--- src/rtl/lif_neuron_multi.sv ---
// rtl/lif_neuron_multi.sv - multi-input leaky integrate-and-fire neuron with refractory dwell and spike counter
// Optional adaptive threshold: define LIF_NEURON_ADAPTIVE_THRESHOLD_EN.
module lif_neuron_multi #(
  parameter int W            = 10,
  parameter int N_INPUTS     = 4,
  parameter int BASE         = 100,
  parameter int THRESHOLD    = 500,
  parameter int GAIN_SHIFT   = 5,
  parameter int LEAK_SHIFT   = 4,
  parameter int REFRAC_SHIFT = 5,
  parameter int REFRAC_MIN   = 8,
  parameter int ADAPT_STEP   = 32,
  parameter int ADAPT_SHIFT  = 4
) (
  input  logic                i_Clk,
  input  logic                i_Rst_n,
  input  logic                i_Clear,
  input  logic [N_INPUTS-1:0] i_Spikes,
  output logic [W-1:0]        o_Potential,
  output logic [W-1:0]        o_Threshold,
  output logic                o_Spike,
  output logic                o_Refractory,
  output logic [15:0]         o_Spike_Count
);

  localparam int KW = $clog2(N_INPUTS + 1);
  // Integration sum is wide enough to hold V plus N full increments before clamping
  localparam int SW = W + $clog2(N_INPUTS) + 1;
  localparam logic [W-1:0] VMAX   = '1;
  localparam logic [W-1:0] BASE_V = W'(BASE);
  localparam logic [W-1:0] THR_V  = W'(THRESHOLD);

  typedef enum logic {FREE, REFRACTORY} state_t;

  state_t         state, state_next;
  logic [W-1:0]   v, v_next;
  logic           spike_next;
  logic [15:0]    count, count_next;
  logic [7:0]     rcnt, rcnt_next;
  logic [W-1:0]   thr;
  logic [KW-1:0]  k;
  logic [W-1:0]   gain, leak, rdecay, diff;
  logic [SW-1:0]  sum;
  logic [W-1:0]   v_int, v_leak, v_ref;

  // Popcount of the input spike lines
  always_comb begin
    k = '0;
    for (int i = 0; i < N_INPUTS; i++) k = k + KW'(i_Spikes[i]);
  end

  // Candidate potentials: integrate (clamped), idle leak and refractory decay, each floored at BASE
  always_comb begin
    gain   = ((v >> GAIN_SHIFT) == '0) ? W'(1) : (v >> GAIN_SHIFT);
    diff   = v - BASE_V;
    leak   = ((diff >> LEAK_SHIFT) == '0) ? W'(1) : (diff >> LEAK_SHIFT);
    rdecay = ((v >> REFRAC_SHIFT) == '0) ? W'(1) : (v >> REFRAC_SHIFT);
    sum    = SW'(v) + SW'(k) * SW'(gain);
    v_int  = (sum > SW'(VMAX)) ? VMAX : sum[W-1:0];
    v_leak = (diff > leak) ? (v - leak) : BASE_V;
    v_ref  = (diff > rdecay) ? (v - rdecay) : BASE_V;
  end

  // Next-state and datapath decisions, all based on registered values
  always_comb begin
    state_next = state;
    v_next     = v;
    spike_next = 1'b0;
    count_next = count;
    rcnt_next  = rcnt;
    if (i_Clear) begin
      state_next = FREE;
      v_next     = BASE_V;
      rcnt_next  = 8'd0;
    end else if (state == FREE) begin
      if (v >= thr) begin
        spike_next = 1'b1;
        state_next = REFRACTORY;
        rcnt_next  = 8'(REFRAC_MIN);
        count_next = count + 16'd1;
      end else if (k != '0) begin
        v_next = v_int;
      end else if (v > BASE_V) begin
        v_next = v_leak;
      end
    end else begin
      if (rcnt != 8'd0) rcnt_next = rcnt - 8'd1;
      if (v > BASE_V) v_next = v_ref;
      if (v == BASE_V && rcnt == 8'd0) state_next = FREE;
    end
  end

  // State, potential, pulse, counters
  always_ff @(posedge i_Clk or negedge i_Rst_n) begin
    if (!i_Rst_n) begin
      state <= FREE;
      v     <= BASE_V;
      o_Spike <= 1'b0;
      count <= 16'd0;
      rcnt  <= 8'd0;
    end else begin
      state <= state_next;
      v     <= v_next;
      o_Spike <= spike_next;
      count <= count_next;
      rcnt  <= rcnt_next;
    end
  end

`ifdef LIF_NEURON_ADAPTIVE_THRESHOLD_EN
  logic [ADAPT_SHIFT-1:0] tick_cnt, tick_next;
  logic [W-1:0]           thr_next;
  logic [W:0]             thr_up;

  // Threshold rises on fire (saturating) and relaxes toward THRESHOLD on each tick in FREE
  always_comb begin
    thr_next  = thr;
    tick_next = tick_cnt;
    thr_up    = {1'b0, thr} + (W+1)'(ADAPT_STEP);
    if (state == FREE) begin
      tick_next = tick_cnt + 1'b1;
      if (!i_Clear) begin
        if (v >= thr) thr_next = (thr_up > {1'b0, VMAX}) ? VMAX : thr_up[W-1:0];
        else if (tick_cnt == '1 && thr > THR_V) thr_next = thr - W'(1);
      end
    end
  end

  // Adaptive threshold and tick counter registers
  always_ff @(posedge i_Clk or negedge i_Rst_n) begin
    if (!i_Rst_n) begin
      thr      <= THR_V;
      tick_cnt <= '0;
    end else begin
      thr      <= thr_next;
      tick_cnt <= tick_next;
    end
  end
`else
  assign thr = THR_V;
`endif

  assign o_Potential   = v;
  assign o_Threshold   = thr;
  assign o_Refractory  = (state == REFRACTORY);
  assign o_Spike_Count = count;

endmodule

--- config.mk ---
export PLATFORM = sky130hd
export DESIGN_NAME = lif_neuron_multi
export DESIGN_NICKNAME = d
export VERILOG_FILES = /design/src/rtl/lif_neuron_multi.sv
export SDC_FILE = /design/constraint.sdc
export NUM_CORES = 1
export LEC_CHECK = 0
export ABC_AREA = 1
export CORE_AREA = 2 2 103 105
export CTS_BUF_LIST = sky130_fd_sc_hd__clkbuf_4
export DETAILED_ROUTE_END_ITERATION = 16
export DIE_AREA = 0 0 105 107
export PLACE_DENSITY = 0.65
export SLEW_MARGIN = 20
export SYNTH_ARGS = -nofsm -noshare
export SYNTH_HDL_FRONTEND = slang
export SYNTH_SLANG_ARGS = --single-unit
--- constraint.sdc ---
create_clock -name i_Clk -period 3.52 [get_ports i_Clk]
set_input_delay 1.056 -clock i_Clk [delete_from_list [all_inputs] [get_ports i_Clk]]
set_output_delay 1.056 -clock i_Clk [all_outputs]
set_load 0.02 [all_outputs]
==> results of run 1 <==
-- cell usage after synthesis, types with 2 or more instances --
cell type	instances
a21o_1	2
ha_1	35
xor2_1	21
inv_2	7
fa_1	12
nor3_2	2
dfstp_2	3
clkbuf_1	4
nor2_1	48
nor2_2	2
nand2_1	149
nand3b_1	2
buf_2	4
inv_1	95
o211ai_1	3
o21bai_1	3
buf_4	11
nand4_1	10
nand3_1	43
o21ai_0	15
dfrtp_1	33
nor4_1	2
or2_2	4
conb_1	2
nand3_2	2
a21oi_1	26
nor2_4	2
nand2_2	2
xnor2_1	13
nor3_1	8
-- worst min path at each step --
stage	start	endpoint	slack, ps	cells after the start
3_5_place_dp	o_Spike_Count[10]	o_Spike_Count[10]	520	1
6_report	o_Spike_Count[10]	o_Spike_Count[10]	530	1
5_1_grt	o_Spike_Count[10]	o_Spike_Count[10]	570	1
3_3_place_gp	rcnt[0]	rcnt[0]	480	1
2_1_floorplan	rcnt[0]	rcnt[0]	460	1
4_1_cts	o_Spike_Count[10]	o_Spike_Count[10]	540	1
-- per-stage QoR --
stage	cells	setup slack (ps)	area, um^2	setup TNS (ps)	utilization, %
after floorplan	583	-926.6	4045	-8247	-
after global placement	768	-1591	4690	-15290	46.47
after detailed placement	768	-1631	4690	-15690	46.47
after CTS	779	-758.3	4867	-6792	48.23
after global routing	780	-942.8	4972	-8707	49.27
final	780	-775.5	4972	-6960	49.27
-- sequential cells by signal (all words and copies together), names as in the netlist --
signal / flops
o_Potential: 10
o_Refractory: 1
o_Spike: 1
o_Spike_Count: 16
rcnt: 8
-- worst max-delay path, delay by kind of cell --
family                   cells  cell delay [ps]
adder cells (fa/ha/maj)      6             2210
AND/OR/NAND/NOR              9              690
AO/OA/AOI/OAI                1              130
buffers and inverters        8              470
-- cell type report --
type | count | area, um^2 | area share [%]
Sequential cell | 36 | 904.6 | 18.19
Inverter | 104 | 402.9 | 8.103
Tap cell | 136 | 170.2 | 3.422
Clock buffer | 6 | 45.04 | 0.9059
Multi-Input combinational cell | 423 | 2779 | 55.89
Timing Repair Buffer | 73 | 635.6 | 12.78
Clock inverter | 2 | 35.03 | 0.7046
-- placed cells by master, fill, tap and decap left out, types with 5 or more instances in the layout --
cell type / count
conb_1: 10
clkbuf_4: 6
nand2_2: 16
ha_4: 5
nor3_1: 8
a21oi_2: 7
clkdlybuf4s50_1: 31
a21oi_1: 18
nand3_1: 36
dfrtp_1: 33
inv_1: 86
xor2_1: 21
nand3_2: 6
fa_1: 11
buf_4: 37
xnor2_1: 12
nand4_1: 10
ha_1: 29
o21ai_0: 15
nand2_1: 132
nor2_1: 48
inv_2: 14
-- routing by layer --
metal,up-vias,part of all wire (%)
met5,-,0
met4,0,2.3
met3,35,5.2
met2,130,47
met1,1822,46
li1,1917,-
-- kinds of logic (layout without fill, tap and decap cells) --
family                     after synthesis  in the layout  synth area share, %
other                                    2             10               0.1912
adders and majority gates               47             47                17.26
AOI/OAI and AO/OA                       55             55                7.866
xor gates and xnor gates                34             34                7.580
and+or+nand+nor                        277            277                30.80
buffers and inverters                  124            185                13.28
DFF                                     36             36                23.03
-- repair_timing --
| action | 4_1_cts | 5_1_grt |
|---|---|---|
| hold endpoints to repair | 0 | 0 |
| resized for setup | 31 | 26 |
| pin swaps | 31 | 20 |
| gates cloned | 0 | 0 |
| setup buffers | 4 | 3 |
| endpoints found under the setup margin | 10 | 10 |
==> flow_metrics.tcl, run 1 <==
set metrics [dict create \
    status "finished with violations" \
    violations "negative setup slack" \
    grt_pass1_vias 3959 \
    overflow 0 \
    clock_path_buffers 2 \
    reg2reg_from "o_Potential[6]" \
    async_flop_share_pct 100.0 \
    critPathMaxFanout 5 \
    required_ps 3790 \
    synth_edf_count 0 \
    clockRootBuffer "clkbuf_4" \
    end_kind "register" \
    grt_use_total_pct 19.84 \
    drc 0 \
    postRouteAntennaNets 0 \
    grt_antenna_before_repair 0 \
    whs_ps 527.8 \
    fin_crit_ps 4295 \
    hold_path_class "register to register" \
    die_area_mm2 0.01124 \
    drt_iter0_drc 266 \
    die_x_um 105 \
    cts-htree-levels 2 \
    r2r_cells 19 \
    initial_core_util_pct 38.93 \
    cp-startpoint "i_Spikes[3]" \
    cts_hold_buf 0 \
    cts_inserted_buffers 5 \
    syn_inst 575 \
    cts.sinks 36 \
    num_antenna_cells 0 \
    hold_violations 0 \
    critPathKind "primary input to register" \
    grt.busiest_layer "met2" \
    portBuffers 34 \
    globalplace.congestion 0.8842 \
    wl_per_cell_um 13.66 \
    yosys_warnings 0 \
    synthDistinctLibCells 40 \
    die_height_um 107 \
    cts_tree "yes" \
    use_met1_pct 26.75 \
    worst_slack_ps -775.5 \
    fp-row-count 37 \
    rsz0062_at_grt "yes" \
    r2r_slack_ps 70 \
    setup_violations 10 \
    crit_slowest_cell "fa_1" \
    gr-usage-met3_pct 1.884 \
    synth_top_area_share_pct 21.02 \
    area_delta_synth_final_pct 26.56 \
    dp_hpwl_um 8000 \
    cts.reportedPaths.clkPinSlew_ps 110 \
    grt_pass1_wl_um 18200 \
    cp.arrival_ps 4570 \
    ios 45 \
    vias 3904 \
    r2r-end "o_Potential[3]" \
    drv_cap 0 \
    finClkSkew_ps 18.11 \
    drt_first_pass_iters 6 \
    postSynthAreaPerCell_um2 6.833 \
    crit_end "o_Potential[3]" \
    ys_ff_latch 36 \
    timing.fmax_mhz 232.8 \
    start_kind "primary input" \
    coreArea_mm2 0.01009 \
    worstSkewPairLatency_ps 350 \
    drive_gt1_share_pct 19.72 \
    fin_crit_sh_pct 122.0 \
    viasPerCell 5.005 \
    synth-seq-area-share_pct 23.03 \
    cp_cell_sequence "buf_8 > inv_8 > fa_1 > inv_1 > ha_2 > ha_4 > nand2_1 > inv_2 > fa_1 > inv_1 > fa_1 > inv_2 > ha_4 > nand2_4 > nor2_1 > nand2_2 > nand3_4 > nand2_4 > nand2_4 > inv_4 > buf_4 > nand2_2 > nand3_2 > a21oi_2" \
    synth_top_flop_cell "dfrtp_1" \
    fillers 1034 \
    grt_max_degree 37 \
    synthTopCellsByArea "dfrtp_1 (21%), nand2_1 (14%), ha_1 (11%)" \
    met2_usage_pct 33.53 \
    wl_um 10660 \
    slowest_delay_ps 520 \
    synth_area_mm2 0.003929 \
    maxSlewViolCount 0 \
    finalNetCount 697 \
    yosysTopAreaCell "dfrtp_1" \
]
Power of run 1 is left out: the tool's default activity adds up to more than one toggle a clock period on the data nets, which glitch-free logic cannot reach.
==> run 2, diff against run 1 <==
==> constraint.sdc (replaced) <==
create_clock -name i_Clk -period 3.52 [get_ports i_Clk]
set_input_delay 1.056 -clock i_Clk [delete_from_list [all_inputs] [get_ports i_Clk]]
set_output_delay 1.056 -clock i_Clk [all_outputs]
set_load 0.01 [all_outputs]
==> results of run 2 <==
The final DEF is identical to that of run 1; final timing and power are the same.
Power of run 2 is left out for the same reason.
==> run 3, diff against run 2 <==
--- a/config.mk
+++ b/config.mk
@@ -11,7 +11,6 @@
 export DETAILED_ROUTE_END_ITERATION = 16
 export DIE_AREA = 0 0 105 107
 export PLACE_DENSITY = 0.65
-export SLEW_MARGIN = 20
 export SYNTH_ARGS = -nofsm -noshare
 export SYNTH_HDL_FRONTEND = slang
 export SYNTH_SLANG_ARGS = --single-unit
==> results of run 3 <==
The final DEF is identical to that of run 1; final timing and power are the same.
Power of run 3 is left out for the same reason.
